### config.mk
export PLATFORM = sky130hd
export DESIGN_NAME = muldiv_seq_flat
export DESIGN_NICKNAME = d
export VERILOG_FILES = /design/src/rtl/muldiv_seq_if.sv /design/src/rtl/muldiv_seq.sv /design/src/flat_wrapper.sv
export SDC_FILE = /design/constraint.sdc
export NUM_CORES = 1
export LEC_CHECK = 0
export ABC_AREA = 1
export CAP_MARGIN = 20
export CORE_AREA = 4 4 167 169
export DETAILED_ROUTE_END_ITERATION = 8
export DIE_AREA = 0 0 171 173
export GPL_TIMING_DRIVEN = 0
export PLACE_DENSITY = 0.84
export SLEW_MARGIN = 20
export SYNTH_ARGS = -nofsm -noshare
export SYNTH_HDL_FRONTEND = slang
export SYNTH_SLANG_ARGS = --single-unit
### constraint.sdc
create_clock -name clk -period 3.6 [get_ports clk]
set_clock_uncertainty 0.15 [all_clocks]
set_input_delay 0.36 -clock clk [delete_from_list [all_inputs] [get_ports clk]]
set_output_delay 0.36 -clock clk [all_outputs]
set_load 0.01 [all_outputs]
### src/rtl/muldiv_seq_if.sv
// Request/response bundle between the EX stage and the multi-cycle multiply/divide sequencer.
interface muldiv_seq_if #(
  parameter int WIDTH = 32
) ();
  logic             i_start;
  logic [1:0]       i_op;
  logic [WIDTH-1:0] i_Op1;
  logic [WIDTH-1:0] i_Op2;
  logic [4:0]       i_Rds_addr;
  logic             i_flush;
  logic             o_stall;
  logic             o_busy;
  logic             o_done;
  logic [WIDTH-1:0] o_result;
  logic [4:0]       o_Rds_addr;

  modport master (
    output i_start, i_op, i_Op1, i_Op2, i_Rds_addr, i_flush,
    input  o_stall, o_busy, o_done, o_result, o_Rds_addr
  );

  modport slave (
    input  i_start, i_op, i_Op1, i_Op2, i_Rds_addr, i_flush,
    output o_stall, o_busy, o_done, o_result, o_Rds_addr
  );
endinterface

### src/rtl/muldiv_seq.sv
// Iterative shift-add multiplier and restoring divider, one bit per cycle,
// sequenced IDLE -> RUN (WIDTH cycles) -> DONE with a pipeline stall output.
module muldiv_seq #(
  parameter int WIDTH = 32,
  parameter int CNT_W = 6
) (
  input  logic        clk,
  input  logic        reset,
  muldiv_seq_if.slave bus
);
  typedef enum logic [1:0] {
    S_IDLE = 2'd0,
    S_RUN  = 2'd1,
    S_DONE = 2'd2
  } state_t;

  localparam logic [1:0] OP_DIVU = 2'b01;
  localparam logic [1:0] OP_REMU = 2'b10;

  state_t           state_q, state_d;
  logic [CNT_W-1:0] cnt_q, cnt_d;
  logic [1:0]       op_q, op_d;
  logic [4:0]       rd_q, rd_d;
  logic [WIDTH-1:0] acc_q, acc_d;
  logic [WIDTH-1:0] mcand_q, mcand_d;    // multiplicand, or divisor
  logic [WIDTH-1:0] mplier_q, mplier_d;  // multiplier, or dividend shifting into quotient
  logic [WIDTH:0]   rem_q, rem_d;
  logic [WIDTH-1:0] result_q, result_d;
  logic [4:0]       rds_out_q, rds_out_d;
  logic             accept;
  logic             div_in;

  // One restoring-division step: returns {remainder, quotient}.
  function automatic logic [2*WIDTH:0] div_step(input logic [WIDTH:0]   rem,
                                                input logic [WIDTH-1:0] quo,
                                                input logic [WIDTH-1:0] dvsr);
    logic [WIDTH+1:0] sh;
    logic [WIDTH+1:0] diff;
    sh   = {rem, quo[WIDTH-1]};
    diff = sh - {2'b00, dvsr};
    if (diff[WIDTH+1]) begin
      return {sh[WIDTH:0], quo[WIDTH-2:0], 1'b0};
    end
    return {diff[WIDTH:0], quo[WIDTH-2:0], 1'b1};
  endfunction

  assign accept = (state_q == S_IDLE) && bus.i_start && !bus.i_flush;
  assign div_in = (bus.i_op == OP_DIVU) || (bus.i_op == OP_REMU);

  always_comb begin
    state_d   = state_q;
    cnt_d     = cnt_q;
    op_d      = op_q;
    rd_d      = rd_q;
    acc_d     = acc_q;
    mcand_d   = mcand_q;
    mplier_d  = mplier_q;
    rem_d     = rem_q;
    result_d  = result_q;
    rds_out_d = rds_out_q;
    case (state_q)
      S_IDLE: begin
        if (accept) begin
          op_d     = bus.i_op;
          rd_d     = bus.i_Rds_addr;
          acc_d    = '0;
          mcand_d  = bus.i_Op2;
          mplier_d = bus.i_Op1;
          rem_d    = '0;
          cnt_d    = CNT_W'(WIDTH);
          if (div_in && (bus.i_Op2 == '0)) begin
            state_d   = S_DONE;
            result_d  = (bus.i_op == OP_DIVU) ? '1 : bus.i_Op1;
            rds_out_d = bus.i_Rds_addr;
          end else begin
            state_d = S_RUN;
          end
        end
      end
      S_RUN: begin
        cnt_d = cnt_q - CNT_W'(1);
        if ((op_q == OP_DIVU) || (op_q == OP_REMU)) begin
          {rem_d, mplier_d} = div_step(rem_q, mplier_q, mcand_q);
        end else begin
          acc_d    = acc_q + (mplier_q[0] ? mcand_q : '0);
          mcand_d  = mcand_q << 1;
          mplier_d = mplier_q >> 1;
        end
        // Flush outranks completion, even on the final iteration.
        if (bus.i_flush) begin
          state_d = S_IDLE;
        end else if (cnt_q == CNT_W'(1)) begin
          state_d   = S_DONE;
          rds_out_d = rd_q;
          case (op_q)
            OP_DIVU: result_d = mplier_d;
            OP_REMU: result_d = rem_d[WIDTH-1:0];
            default: result_d = acc_d;
          endcase
        end
      end
      S_DONE:  state_d = S_IDLE;
      default: state_d = S_IDLE;
    endcase
  end

  always_ff @(posedge clk) begin
    if (reset) begin
      state_q   <= S_IDLE;
      cnt_q     <= '0;
      op_q      <= '0;
      result_q  <= '0;
      rds_out_q <= '0;
    end else begin
      state_q   <= state_d;
      cnt_q     <= cnt_d;
      op_q      <= op_d;
      result_q  <= result_d;
      rds_out_q <= rds_out_d;
    end
  end

  always_ff @(posedge clk) begin
    rd_q     <= rd_d;
    acc_q    <= acc_d;
    mcand_q  <= mcand_d;
    mplier_q <= mplier_d;
    rem_q    <= rem_d;
  end

  // Stall is combinational so the requester holds in EX on its accept cycle.
  assign bus.o_stall    = !reset && (accept || (state_q == S_RUN));
  assign bus.o_busy     = (state_q == S_RUN);
  assign bus.o_done     = (state_q == S_DONE);
  assign bus.o_result   = result_q;
  assign bus.o_Rds_addr = rds_out_q;
endmodule
### src/flat_wrapper.sv
// flat-port wrapper written by rule: the top's interface ports become plain ports
module muldiv_seq_flat 
#(
  parameter int WIDTH = 32,
  parameter int CNT_W = 6
)
  (clk, reset, bus_i_start, bus_i_op, bus_i_Op1, bus_i_Op2, bus_i_Rds_addr, bus_i_flush, bus_o_stall, bus_o_busy, bus_o_done, bus_o_result, bus_o_Rds_addr);
  muldiv_seq_if #(.WIDTH(WIDTH)) bus_i ();
  input  logic clk;
  input  logic reset;
  input wire logic [$bits(bus_i.i_start)-1:0] bus_i_start;
  input wire logic [$bits(bus_i.i_op)-1:0] bus_i_op;
  input wire logic [$bits(bus_i.i_Op1)-1:0] bus_i_Op1;
  input wire logic [$bits(bus_i.i_Op2)-1:0] bus_i_Op2;
  input wire logic [$bits(bus_i.i_Rds_addr)-1:0] bus_i_Rds_addr;
  input wire logic [$bits(bus_i.i_flush)-1:0] bus_i_flush;
  output wire logic [$bits(bus_i.o_stall)-1:0] bus_o_stall;
  output wire logic [$bits(bus_i.o_busy)-1:0] bus_o_busy;
  output wire logic [$bits(bus_i.o_done)-1:0] bus_o_done;
  output wire logic [$bits(bus_i.o_result)-1:0] bus_o_result;
  output wire logic [$bits(bus_i.o_Rds_addr)-1:0] bus_o_Rds_addr;
  assign bus_i.i_start = bus_i_start;
  assign bus_i.i_op = bus_i_op;
  assign bus_i.i_Op1 = bus_i_Op1;
  assign bus_i.i_Op2 = bus_i_Op2;
  assign bus_i.i_Rds_addr = bus_i_Rds_addr;
  assign bus_i.i_flush = bus_i_flush;
  assign bus_o_stall = bus_i.o_stall;
  assign bus_o_busy = bus_i.o_busy;
  assign bus_o_done = bus_i.o_done;
  assign bus_o_result = bus_i.o_result;
  assign bus_o_Rds_addr = bus_i.o_Rds_addr;
  muldiv_seq #(.WIDTH(WIDTH), .CNT_W(CNT_W)) u_core (.clk(clk), .reset(reset), .bus(bus_i));
endmodule
; Yosys cells after proc, flatten, opt, wreduce, memory -nomap -nowiden
; Index checks and enable logic that the tools add are counted.
; W data, S select, Z words.
[totals]
reg_bits = 181
input_bits = 75
[op_classes]
add_sub_neg = 3
n_eq_ne = 14
mux = 37
reduce_logical = 18
[ops]
columns = operator, n
row1 = $mux W32, 12
row2 = $pmux W32 S2, 5
row3 = $mux W65, 2
row4 = $mux W33, 2
row5 = $pmux W33 S2, 1
row6 = $sub A34 B32 Y34, 1
row7 = $add A32 B32 Y32, 1
row8 = $logic_not A32 Y1, 1
row9 = $mux W5, 4
row10 = $pmux W6 S2, 1
row11 = $pmux W5 S2, 1
row12 = $mux W2, 4
row13 = $eq A2 B1 Y1 const B, 3
row14 = $eq A2 B2 Y1 const B, 3
row15 = $eq A6 B1 Y1 const B, 1
row16 = $mux W6, 1
row17 = $ne A2 B1 Y1 const B, 3
row18 = $ne A2 B2 Y1 const B, 3
row19 = $reduce_and A2 Y1, 3
row20 = $reduce_and A3 Y1, 2
row21 = $sub A6 B1 Y6 const B, 1
row22 = $reduce_and A5 Y1, 1
row23 = $logic_and A1 B1 Y1, 4
row24 = $pmux W2 S2, 1
row25 = other kinds (6), 11

; Logic depth before layout (Yosys ltp)
; Gate-level depths: netlist of the first run.
[depth]
word_depth = 10
mapped_depth = 21
mapped_depth_nobuf = 21

; Worst setup path after synthesis of the first run
; No wires, ideal clock.
[synth_path]
path_kind = register to register
from = register u_core.state_q[1]
to = register u_core.acc_q[0], enable pin
t_arrival_ns = 2.827
required_ns = 3.001
setup_slack_ns = 0.174
path_stages_with_launch = 6
path_buffers = 0
synth_period_minus_slack_ns = 3.426
path_cell_list = dfxtp_1 > nor2_2 > nand3_2 > inv_2 > nor2_1 > inv_1
[synth_between]
elab_chain_cells = 5
[synth_lines]
columns = item, line
row1 = from (decl), muldiv_seq.sv:20  ; state_t state_q, state_d;
row2 = from (signal assigned), muldiv_seq.sv:115  ; state_q <= state_d;
row3 = $logic_not A2 Y1, "muldiv_seq.sv:47, muldiv_seq.sv:61"
row4 = $logic_and A1 B1 Y1 (2 in series), muldiv_seq.sv:47  ; assign accept = (state_q == S_IDLE) && bus.i_start && !bus.i_flush;
row5 = $ne A2 B1 Y1 (no source line), n/a
row6 = $reduce_and A2 Y1 (no source line) (*), n/a
row7 = to (signal assigned), muldiv_seq.sv:125  ; acc_q <= acc_d;
row8 = to (decl), muldiv_seq.sv:24  ; logic [WIDTH-1:0] acc_q, acc_d;
; Every way passes the cells marked *; elsewhere a longest branch is shown, timed or not.
; A chain may end at the register's enable or synchronous reset.

; Worst setup path in the final report of the first run
[layout_path]
from = register u_core.state_q[0]
to = output port bus_o_busy
[layout_between]
elab_chain_cells = 1
[layout_lines]
columns = item, line
row1 = $eq A2 B1 Y1, muldiv_seq.sv:133  ; assign bus.o_busy = (state_q == S_RUN);
row2 = to (decl), flat_wrapper.sv:18  ; output wire logic [$bits(bus_i.o_busy)-1:0] bus_o_busy;
; No other way between the ends.

==> impl.org, run 1 <==
** CTS
- Counting every sink on the clock net gives 181.
- CTS tree :: done
- The clock passes through at most 2 buffers.
- The number of clock buffers added by TritonCTS is 17.
- CTS HTree Levels :: 4
- Clock latency on the worst-skew pair, taken at its later pin, is 0.46 ns.
- Worst-path clk slew :: 0.09 ns
- Root buffer selected by CTS :: clkbuf_16

** Worst setup path
- Worst Setup End Kind :: primary output
- WP data arrival :: 2.99 ns
- Maximum fanout encountered on the critical timing path :: 10
- Worst Path Required :: 3.09 ns
- The worst setup path is launched from a flop.
- The critical path is of the reg -> out type.

** Logic synthesis
- Sequential elements use 35.18% of the synthesized area.
- Fraction of the mapped netlist area in adder cells :: 6.312%
- Synthesis instantiated 59 different standard cells from the library.
- The average instance in the mapped netlist occupies 7.057 um^2.
- After synthesis, the share of cell area in mux cells is 0.5674%.
- Counting flops and latches in the post-synthesis netlist gives 181.
- Cell count after synthesis :: 2000
- The Yosys step of the flow raised 0 warnings.
- After Yosys synthesis, and, or, nand and nor cells account for 32.32% of the synthesized area.
- Top cell type's share of synthesized area :: 28.51%
- Yosys attributes the largest share of cell area to edfxtp_1 29%, nand2_1 17%, inv_1 7.5%, dfxtp_1 6.7%, ha_1 6.0%.
- In the synthesized netlist the async set-or-reset flop fraction comes to 0%.
- Summed over all instances, the cell type with the most area after synthesis is edfxtp_1.
- Area of the mapped netlist :: 0.01411 mm^2
- Main synth FF type :: edfxtp_1
- After synthesis, the largest family of logic cells by area is simple AND/OR/NAND/NOR gates.
- Synthesis produced a netlist with a net count of 2145.
- Summing the areas of all compound-gate instances in the mapped netlist gives 13.15% of the synthesized area.
- In this run, synthesis inferred 134 flip-flops with an integrated enable.
- Xor/xnor cell area share of the yosys netlist :: 2.482%

** Placed design
- Detailed placement ended at an HPWL of 38840 um.
- Timing analysis after detailed placement gives a worst setup slack of -0.3122 ns.
- Routability Congestion :: 1.022
- Number of port buffers :: 114

** Global routing
- The first global-routing pass estimated 72790 um of wire.
- Pin count of the biggest net entering global routing :: 65
- Initial antenna violation count :: 0
- Summed over all layers, the global routing overflow is 0.
- In the global route stage, overall resource usage came out at 31.55%.
- The via count of the first global-routing pass is 13320.

** Cells and area
- The post-route netlist has 7.871% of its cells at a drive strength greater than 1.
- Measured on the finished design, the core utilization comes to 61.62%.
- Fill cells :: 2400
- Antenna Diode Count :: 0
- Area Growth Syn to Fin :: 16.03%
- Number of nets at the end of the flow :: 2279

** Power and ir drop
- Internal power consumption :: 4.607 mW
- In this run switching power makes up 42.27% of total power.
- Total power divided by cell area :: 487.3 mW/mm^2
- In this run, the clock network consumes 25.5% of the power.
- Max VDD drop :: 0.0003907 V
- For this design the total switching power over the nets is 3.373 mW.
- Sequential cells burn 34.2% of the power.
- After layout, the design draws a total of 7.980 mW.
- For this design the static power due to leakage is 7.821 nW.
- Of the total power, combinational logic draws 40.3%.

** Floorplanning
- The core region is 0.02658 mm^2.
- Die height :: 173 um
- Die X :: 171 um
- Effective utilization at floorplan :: 53.11%
- The initialized floorplan defines 60 standard-cell rows.
- DIE AREA :: 0.02958 mm^2
- In this run the count of I/O pins placed on the die edge is 115.

** Routing
- In the final routed layout, each cell accounts on average for 19.50 um.
- After detailed routing, the number of remaining DRC violations is 0.
- Antenna-violating nets left :: 0
- 1st-iter DRT viols :: 1973
- The first detailed-routing pass took 8 iterations.
- Vias after detailed routing :: 14410
- Wires add up to 48510 um.
- In the routed layout, each cell is associated on average with a via count of 5.793.

** Timing
- Final Slew Violations :: 0
- Finish-stage setup viols :: 0
- Across all hold checks on the routed design, the worst slack comes to 0.3369 ns.
- The final-report hold violation count was 0.
- The routed design could run at a clock period as short as 3.505 ns.
- Final setup margin :: 0.09506 ns
- At the pin with the least slew margin, the transition time is 0.8984 ns.
- Derived from the worst setup path, the maximum achievable clock frequency is 0.2853 GHz.
- Fin crit share :: 97.36%
- Setup repair after global routing left no endpoint under its margin.
- Headroom to the max-slew limit came out at 40.11%.

** Outcome
- The run finished with clean final reports.

** Min path
- Class of the tightest hold or removal check :: in -> reg

** Job
- Number of max-capacitance violations reported :: 0
[worst paths after layout]
kind,slack (ns),cells after the start,start,endpoint
worst max register to register,0.13,13,u_core.mplier_q[0],u_core.bus.o_result[10]
worst min register to register,0.35,2,u_core.cnt_q[1],u_core.cnt_q[1]
worst max-delay path,0.1,5,u_core.state_q[0],bus_o_busy
worst min-delay path,0.34,1,bus_i_Rds_addr[3],u_core.rd_q[3]
[repair_timing]
item,CTS,global route
buffers inserted,0,1
hold endpoints to repair,0,0
hold buffers,0,0
pin swaps,0,1
gates resized for setup,2,5
setup endpoints to repair,11,11
[registers in the layout, summed over array words and instances (netlist names)]
register               cells
u_core.acc_q              32
u_core.bus.o_Rds_addr      5
u_core.bus.o_result       32
u_core.cnt_q               6
u_core.mcand_q            32
u_core.mplier_q           32
u_core.op_q                2
u_core.rd_q                5
u_core.rem_q              33
u_core.state_q             2
[cell type report]
cell class	count	area [um^2]	share of cell area [%]
clock inverter	15	215.2	1.314
clock buffer	17	425.4	2.598
inverter	291	1099	6.708
sequential	181	4965	30.32
multi-input combinational	1461	7749	47.32
timing repair buffer	116	1176	7.182
buffer	66	320.3	1.956
tap	341	426.7	2.605
[layer usage]
layer	vias to the layer above	routed length [um]	part of all wire (%)	track usage (%)
li1	6784	-	-	-
met1	6628	18900	39	42.31
met2	867	21670	45	49.61
met3	133	5595	12	6.813
met4	0	2343	4.8	12.74
met5	-	0	0	0
[power groups by stage]
stage / clock, mW / combinational, mW / sequential (mW)
final: 2.03 / 3.22 / 2.73
after global routing: 2.10 / 3.52 / 2.75
after CTS: 2.01 / 3.13 / 2.72
after detailed placement: 0 / 3.11 / 2.76
after global placement: 0 / 3.03 / 2.77
after floorplan: 0 / 2.20 / 2.72
[critical path: stages (launching register included)]
cell and delay [ns]:
dfxtp_1 0.39, nand2_1 0.18, inv_2 0.16, clkbuf_1 0.57, buf_1 0.57, clkdlybuf4s50_1 0.66
[cells in the final DEF (no fill, tap or decap), types with 6 or more instances in the layout]
cell type,n
mux2i_1,8
clkdlybuf4s50_1,114
o21ai_0,125
nor4_1,9
nor2_1,115
nand3_1,106
nand2_1,639
inv_2,9
dfxtp_1,47
xnor2_1,22
clkbuf_16,17
nand3b_1,9
nand2_2,28
nand3_2,25
a21o_1,6
nand2_4,15
a21oi_1,129
xor2_1,18
o31ai_1,7
inv_1,280
clkbuf_1,40
nor3_1,29
ha_1,68
a21oi_2,11
nand4_1,12
nor2_2,6
edfxtp_1,134
buf_2,12
buf_1,6
a31oi_1,6
[per-stage QoR]
stage	cells	instance area, um^2	setup TNS (ns)
finish	2488	16380	0
global route	2488	16380	0
CTS	2487	16360	0
detailed placement	2456	15720	-1.920
global placement	2455	15680	-138.35
floorplan	2000	14110	0
[cells in the mapped netlist, types with 9 or more instances]
| cell type | instances |
|---|---|
| nand2_1 | 640 |
| inv_1 | 281 |
| edfxtp_1 | 134 |
| a21oi_1 | 129 |
| o21ai_0 | 126 |
| nor2_1 | 115 |
| nand3_1 | 106 |
| ha_1 | 68 |
| dfxtp_1 | 47 |
| clkbuf_1 | 42 |
| nor3_1 | 29 |
| nand2_2 | 27 |
| nand3_2 | 25 |
| xnor2_1 | 22 |
| xor2_1 | 18 |
| nand2_4 | 15 |
| buf_2 | 12 |
| nand4_1 | 12 |
| a21oi_2 | 11 |
| inv_2 | 9 |
| nand3b_1 | 9 |
| nor4_1 | 9 |
[cell families (layout without fill, tap and decap cells)]
family                     after synthesis  in the layout
DFF                                    181            181
and+or+nand+nor                       1015           1015
xor gates and xnor gates                40             40
muxes                                    8              8
adders and majority gates               70             70
buffers and inverters                  358            505
AOI/OAI and AO/OA                      328            328
No activity file was read; power rests on OpenSTA's default activity.
==> run 2, diff against run 1 <==
Settings changed: CORE_AREA 4 4 167 169 to 2 2 164 166, CTS_BUF_LIST from default to sky130_fd_sc_hd__clkbuf_2, DIE_AREA 0 0 171 173 to 0 0 166 168, PLACE_DENSITY 0.84 to 0.85.
==> run 2 against run 1 <==
Global-route usage increased by 1.7 points; hold slack got worse by 0.31 ns; largest power group unchanged; largest cell class unchanged; sequential power about the same.
==> impl.org, run 2 (same netlist as run 1, synthesis figures left out) <==
** Outcome
- Outcome :: finished clean

** Placed design
- Counting tap cells, the placed design contains a total of 2456 instances.
- Pre-CTS setup slack :: -0.2356 ns
- Number of port buffers :: 114
- Routability Congestion :: 1.027
- Dpl hpwl :: 37960 um

** CTS
- The number of clock buffers added by TritonCTS is 17.
- CTS max path bufs :: 2
- Root buffer selected by CTS :: clkbuf_2
- The clock net in this run drives a total of 181 sinks.
- CTS tree :: done
- Clock-pin slew was measured on the worst setup and hold paths at 0.35 ns.
- Worst-Skew Late Latency :: 0.87 ns
- CTS built an H-tree with a depth of 4.

** Worst setup path
- CP Launch Type :: flop
- In this run the worst setup path begins at u_core.state_q[1].
- Worst Setup End Kind :: primary output
- Start-to-end type of the worst setup path :: reg -> out
- Of all nets on the critical path, the largest fanout is 10.
- The endpoint identified for the worst register-to-register timing path is u_core.bus.o_result[21].
- For the worst setup path, the data arrival time is 2.98 ns.
- Counting cells, the worst reg-to-reg path comes to 9.
- STA puts the critical path data required time at 3.09 ns.
- Reg-to-reg critical path startpoint :: u_core.op_q[0]
- Register-to-Register Setup Slack :: 0.12 ns

** Min path
- In this run the most critical hold path is launched from bus_i_Op1[13].
- The path with the worst hold slack has its endpoint at u_core.mplier_q[13].
- Hold Path Cell Cnt :: 3
- The tightest min-delay check is of the in -> reg type.

** Cells and area
- Fraction of the core area covered by cells at the end of the flow :: 61.17%
- Max FFs per register :: 33
- Number of standard cells in the final layout excluding fillers :: 2497
- In the final layout, the share of cells above drive strength 1 is 7.935%.
- Number of nets at the end of the flow :: 2287
- The library cell used most frequently in the layout, excluding fill and tap cells, is nand2_1.
- Most flop-heavy register :: u_core.rem_q
- The area growth from synthesis to layout is 14.21%.
- Commonest cells after routing, fill and taps aside :: 639 x nand2_1, 280 x inv_1, 134 x edfxtp_1, 129 x a21oi_1, 126 x o21ai_0
- The layout has 2316 filler cells.

** Power and ir drop
- In this run the power density over the cells is 441.9 mW/mm^2.
- Static leakage :: 7.718 nW
- The worst-case IR drop observed on VDD is 0.0002219 V.

** Timing
- After layout, the worst path uses 96.95% of the clock period.
- Based on the critical path, the design can be clocked at up to 0.2865 GHz.
- After routing, the total negative slack on setup checks comes to 0 ns.
- Counting I/O delays and the setup requirement, the final critical path takes 3.490 ns.
- Setup slack on the critical path of the routed design comes to 0.1097 ns.
- In this run the tightest slew margin relative to its limit is 43.20%.
- For the pin with the worst max-slew slack, the measured transition is 0.8521 ns.
- RSZ-0062 raised after global routing :: false
- The max-slew violation total from the final report was 0.
- Finish-stage setup viols :: 0
- The final-report hold violation count came to 0.

** Routing
- Number of remaining DRC errors :: 0
- Aggregate routed wire length :: 47430 um
- Once detail routing completed, the nets flagged for antenna violations numbered 0.
- 1st-iter DRT viols :: 2186
- The first detailed-routing pass took 6 iterations.
- Dividing the detail-routed via count by the number of cells gives 5.807.
- The final route contains 14500 vias.
- In the final routed layout, each cell accounts on average for 19.00 um.

** Global routing
- Global routing finished with a remaining overflow of 0.
- Initial antenna violation count :: 1
- Via count of the first global-routing pass :: 13450
- Total GRT Usage :: 33.22%
- The first global-routing pass estimated 72130 um of wire.
- Pin count of the biggest net entering global routing :: 65

** Floorplanning
- Die X :: 166 um
- DIE AREA :: 0.02789 mm^2
- Row Count :: 60
- Core Footprint :: 0.02635 mm^2
- 115 I/O pins were placed.
- The die is 168 um tall.
- Effective utilization at floorplan :: 53.56%

** Job
- Number of max-capacitance violations reported :: 0
run 2: changes by cell type in the layout (fill, tap and decap cells not counted), moves of 2 or more:
cell	change
clkbuf_2	+18
inv_12	-2
clkbuf_16	-17
clkinv_4	+2
clkinv_8	+3
dlygate4sd3_1	+8
run 2: metrics by stage:
stage               cell area [um^2]  power (mW)  hold slack [ns]
floorplan                      14110       4.926           0.2961
global placement               15680       5.773           0.3095
detailed placement             15720       5.850           0.3144
CTS                            16080       6.992          0.01924
global route                   16120       7.502        0.0007542
finish                         16120       7.122          0.02267
run 2: worst max path at each step:
stage                                    endpoint  slack (ns)  cells past startpoint
after floorplan                   u_core.acc_q[0]        0.17                      5
after global placement           u_core.acc_q[27]       -1.42                      6
after detailed placement         u_core.acc_q[28]       -0.24                     18
after CTS                        u_core.acc_q[28]        0.06                     18
after global routing      u_core.bus.o_result[21]       0.002                      9
final                                  bus_o_busy        0.11                      6
run 2: report_power, final:
group          internal [mW]  total [mW]  switching [mW]
logic                   1.08        3.21            2.13
registers               2.56        2.73           0.172
clock network          0.262        1.18           0.919
run 2: timing repair:
| action | CTS | global route |
|---|---|---|
| pin swaps | 0 | 0 |
| hold endpoints to repair | 10 | 2 |
| buffers inserted | 0 | 1 |
| hold buffers | 6 | 2 |
| resized for setup | 5 | 3 |
| endpoints found under the setup margin | 9 | 14 |
run 2: per-layer routing:
metal | vias to the layer above | global-route usage (%) | share of wire (%)
met4 | 0 | 20.98 | 7.1
met3 | 194 | 6.465 | 11
met2 | 931 | 51.80 | 44
li1 | 6801 | - | -
met1 | 6574 | 42.58 | 38
met5 | - | 0 | 0
run 2: critical path: stages, from the launching register on:
cell	delay (ns)
dfxtp_1	0.41
inv_1	0.09
nand2_1	0.15
inv_2	0.16
clkbuf_2	0.33
buf_2	0.37
clkdlybuf4s50_1	0.60
run 2: final cells by class:
| type | count | area (um^2) | area share, % |
|---|---|---|---|
| Sequential cell | 181 | 4965 | 30.80 |
| Multi-Input combinational cell | 1461 | 7757 | 48.13 |
| Clock buffer | 17 | 85.08 | 0.5278 |
| Inverter | 291 | 1099 | 6.815 |
| Tap cell | 341 | 426.7 | 2.647 |
| Clock inverter | 15 | 209.0 | 1.296 |
| Buffer | 66 | 319.1 | 1.979 |
| Antenna cell | 1 | 2.502 | 0.01552 |
| Timing Repair Buffer | 124 | 1256 | 7.793 |
